`config.mk`:
```
export PLATFORM = sky130hd
export DESIGN_NAME = reg_writeback
export DESIGN_NICKNAME = d
export VERILOG_FILES = /design/src/rtl/reg_writeback.sv
export SDC_FILE = /design/constraint.sdc
export NUM_CORES = 1
export LEC_CHECK = 0
export CORE_MARGIN = 2
export CORE_UTILIZATION = 45
export CTS_BUF_LIST = sky130_fd_sc_hd__clkbuf_16
export DETAILED_ROUTE_END_ITERATION = 10
export PLACE_DENSITY = 0.86
export SKIP_CTS_REPAIR_TIMING = 1
export SYNTH_ARGS = -nofsm -noshare
export SYNTH_HDL_FRONTEND = slang
export SYNTH_SLANG_ARGS = --single-unit
```
`constraint.sdc`:
```
create_clock -name clk -period 1.4 [get_ports clk]
set_input_delay 0.35 -clock clk [delete_from_list [all_inputs] [get_ports clk]]
set_output_delay 0.35 -clock clk [all_outputs]
set_load 0.05 [all_outputs]
```
`src/rtl/reg_writeback.sv`:
```
// reg_writeback: write-side front end of the 4-entry register group.
// Buffers execute-stage result writes in a small FIFO.
// Drains one write per cycle as a one-hot enable plus data.
// Publishes a per-register pending mask for read-after-write stalls.
module reg_writeback #(
    parameter int DATA_W = 16,
    parameter int DEPTH  = 2
) (
    input  logic              clk,
    input  logic              rst,
    input  logic              en_in,
    input  logic [1:0]        rd,
    input  logic [DATA_W-1:0] d_in,
    input  logic              hold,
    output logic              ready,
    output logic [3:0]        reg_en,
    output logic [DATA_W-1:0] d_out,
    output logic              en_out,
    output logic [3:0]        pending
);

    localparam int PTR_W = (DEPTH > 1) ? $clog2(DEPTH) : 1;
    localparam int CNT_W = $clog2(DEPTH + 1);

    // FIFO storage; the slot contents need no reset because valid gates them
    logic [1:0]        rd_mem   [DEPTH];
    logic [DATA_W-1:0] data_mem [DEPTH];
    logic [DEPTH-1:0]  valid;

    logic [PTR_W-1:0]  wr_ptr;
    logic [PTR_W-1:0]  rd_ptr;
    logic [CNT_W-1:0]  count;

    logic              push;
    logic              pop;

    // A full FIFO refuses new requests even when the head drains on the same edge
    assign ready = (count != CNT_W'(DEPTH));
    assign push  = en_in && ready;
    assign pop   = (count != '0) && !hold;

    // Capture the request payload at the write pointer
    always_ff @(posedge clk) begin
        if (push) begin
            rd_mem[wr_ptr]   <= rd;
            data_mem[wr_ptr] <= d_in;
        end
    end

    // Pointer, occupancy and per-slot valid bookkeeping
    always_ff @(posedge clk or negedge rst) begin
        if (!rst) begin
            wr_ptr <= '0;
            rd_ptr <= '0;
            count  <= '0;
            valid  <= '0;
        end else begin
            if (push) begin
                wr_ptr         <= wr_ptr + PTR_W'(1);
                valid[wr_ptr]  <= 1'b1;
            end
            if (pop) begin
                rd_ptr         <= rd_ptr + PTR_W'(1);
                valid[rd_ptr]  <= 1'b0;
            end
            case ({push, pop})
                2'b10:   count <= count + CNT_W'(1);
                2'b01:   count <= count - CNT_W'(1);
                default: count <= count;
            endcase
        end
    end

    // Registered write port toward the register group; d_out holds when idle
    always_ff @(posedge clk or negedge rst) begin
        if (!rst) begin
            reg_en <= '0;
            d_out  <= '0;
            en_out <= 1'b0;
        end else if (pop) begin
            reg_en <= 4'b0001 << rd_mem[rd_ptr];
            d_out  <= data_mem[rd_ptr];
            en_out <= 1'b1;
        end else begin
            reg_en <= '0;
            en_out <= 1'b0;
        end
    end

    // Pending mask: every queued destination plus the write being presented now
    always_comb begin
        pending = reg_en;
        for (int i = 0; i < DEPTH; i++) begin
            if (valid[i]) begin
                pending = pending | (4'b0001 << rd_mem[i]);
            end
        end
    end

endmodule

```
==> flow_metrics.tcl <==
set metrics [dict create \
    status "finished, violations left" \
    violations "negative setup slack" \
    drc 0 \
    crit_chain "nor3b_2 > a311o_2 > buf_12" \
    cp_slowest_cell "dfrtp_1" \
    finalSetupViolations 5 \
    critPathMaxStageDelay_ns 0.36 \
    clkTransAtPathRegs_ns 0.05 \
    worst-path-buf-inv 1 \
    async_reset_ff_share_pct 42.9 \
    clock_skew_ns 0.00839 \
    yosys.area.top_type_share_pct 45.2 \
    stdcell_count 303 \
    die_w_um 76.9 \
    antenna_found_initial 0 \
    core-area_mm2 0.00511 \
    die_h_um 76.9 \
    place_area_mm2 0.00333 \
    grt_pass1_vias 1611 \
    peakVddDrop_v 0.00143 \
    cts_tree "built" \
    crit_type "reg2out" \
    drt_iter0_drc 63 \
    startpoint_type "register" \
    nNetsFinal 251 \
    track_usage_pct 16.5 \
    synth_area_leaders "edfxtp_1 45%, dfrtp_1 28%, mux2i_1 6.7%, o21ai_0 3.4%, nand2_1 3.3%" \
    grt_max_degree 28 \
    cp_top_family "flip-flops" \
    viasPerCell 4.81 \
    max-slew-margin-rel_pct 79.5 \
    dr_total_vias 1456 \
    wl_um 4290 \
    drive_above_1_share_pct 31.8 \
    area_delta_synth_final_pct 53.1 \
    worstSkewPairLatency_ns 0.33 \
    cts_sinks 63 \
    clockRootBuffer "clkbuf_16" \
    n_fill_cell 331 \
    crit_path_end_kind "output pin" \
    p_leak_nw 1.51 \
    syn_area_per_cell_um2 14.9 \
    hold_class "in2async" \
    dp_hpwl_um 2980 \
    overflow 0 \
    synth_common_cells "36 x edfxtp_1, 27 x dfrtp_1, 21 x nand2_1" \
    synth_most_common_cell "edfxtp_1" \
    post-route-util_pct 71.7 \
    ys.flop_type "edfxtp_1" \
    synth_edf_count 36 \
    die-area_mm2 0.00591 \
    min_period_over_period_pct 121 \
    placedCellCount 284 \
    crit_fanout 2 \
    place.gp.congestion 0.848 \
    power_density_mw_per_mm2 2580 \
    cts_made_buffers 9 \
    io_pins 48 \
    finalPower_mw 9.44 \
    synth.ff_latch_count 63 \
    fmax_mhz 593 \
    syn_nets 183 \
    synthCells 160 \
    yosysTopAreaCell "edfxtp_1" \
    clock_path_buffers 2 \
    netlist_area_mm2 0.00239 \
    rows 26 \
    wl_per_cell_um 14.2 \
    slew_violations 0 \
    stdcell_area_mm2 0.00366 \
    grt_pass1_wl_um 7130 \
    min_period_ns 1.69 \
    setup_ws_ns -0.288 \
    portBuffers 47 \
    htree_levels 3 \
    tns_ns -1.05 \
    critical_path_required_ns 1.05 \
    ff2ff_path_depth 5 \
    ys_warn_count 0 \
    start_util_pct 46.8 \
    cp.arrival_ns 1.34 \
    antenna_left 0 \
    worstMarginPinSlew_ns 0.308 \
    antennaDiodeCount 0 \
    cap_violations 0 \
    hold_violations 0 \
    synthDistinctLibCells 30 \
    synth_seq_area_share_pct 73.5 \
    crit_cells 3 \
    rsz0062_at_grt "yes" \
    drtPass1Iterations 4 \
]
layout make-up:
type | instances | area (µm²) | area share (%)
clock buffers | 9 | 225 | 6.15
clock inverters | 7 | 55.1 | 1.50
inverters | 4 | 15.0 | 0.410
multi-input cells | 85 | 601 | 16.4
well taps | 70 | 87.6 | 2.39
repair buffers | 65 | 920 | 25.1
flip-flops and latches | 63 | 1760 | 48.0
cell families after synthesis:
group | share of synthesized area, %
flip-flops | 73.5
multiplexers | 6.70
AND/OR/NAND/NOR | 6.65
XOR/XNOR | 1.83
AO/OA/AOI/OAI | 7.54
adder cells (fa/ha/maj) | 0.523
buffers and inverters | 3.25
through the flow:
step                setup WS (ns)  hold WS (ns)
floorplan                 0.00134        0.0544
global placement           -0.191         0.480
detailed placement         -0.240         0.494
CTS                        -0.336         0.383
global route               -0.330         0.414
finish                     -0.288         0.383
placed cells by master (no fill, tap or decap), types with 2 or more instances in the layout:
cell type        Yosys  final
o21ai_0             16     15
clkdlybuf4s50_1      0     21
edfxtp_1            36     36
buf_12               0     30
inv_1                4      2
xnor2_1              4      3
clkinv_2             0      2
nand2_1             21     18
nand2_2              0      3
inv_2                0      3
dfrtp_1             27     27
nor2_1               6      5
a31oi_1              3      2
clkbuf_16            0      9
buf_4                2     13
clkinv_1             0      3
mux2i_1             16     16
nand3_1              3      3
routing by layer:
layer | routed length (µm) | vias up | track usage (%)
met5 | 0 | - | 0
met4 | 133 | 0 | 12.7
met3 | 183 | 10 | 5.18
met2 | 2320 | 37 | 28.1
met1 | 1660 | 688 | 16.7
li1 | - | 721 | -
path summary, 6_finish.rpt:
path | start | slack (ns) | to
setup reg to reg | count[0]$_DFFE_PN0P_ | 0.08 | count[1]$_DFFE_PN0P_
setup / recovery | valid[1]$_DFF_PN0_ | -0.29 | pending[0]
min in group clk | wr_ptr$_DFFE_PN0N_ | 0.50 | wr_ptr$_DFFE_PN0N_
hold / removal | rst | 0.38 | rd_ptr$_DFFE_PN0P_
max in group asynchronous | rst | 0.86 | d_out[1]$_DFFE_PN0P_
hold reg to reg | wr_ptr$_DFFE_PN0N_ | 0.50 | wr_ptr$_DFFE_PN0N_
state kept, by name, summed over array words and instances, names as in the netlist:
name and count:
count 2, rd_mem 4, data_mem 32, rd_ptr 1, valid 2, en_out 1
d_out 16, wr_ptr 1, reg_en 4
report_power, final:
| group | switching (mW) | internal [mW] | leakage, nW |
|---|---|---|---|
| clock network | 0.714 | 1.34 | 0.143 |
| logic | 2.18 | 2.11 | 0.695 |
| registers | 0.481 | 2.61 | 0.668 |
| total | 3.38 | 6.06 | 1.51 |
No activity file was read; power rests on OpenSTA's default activity.
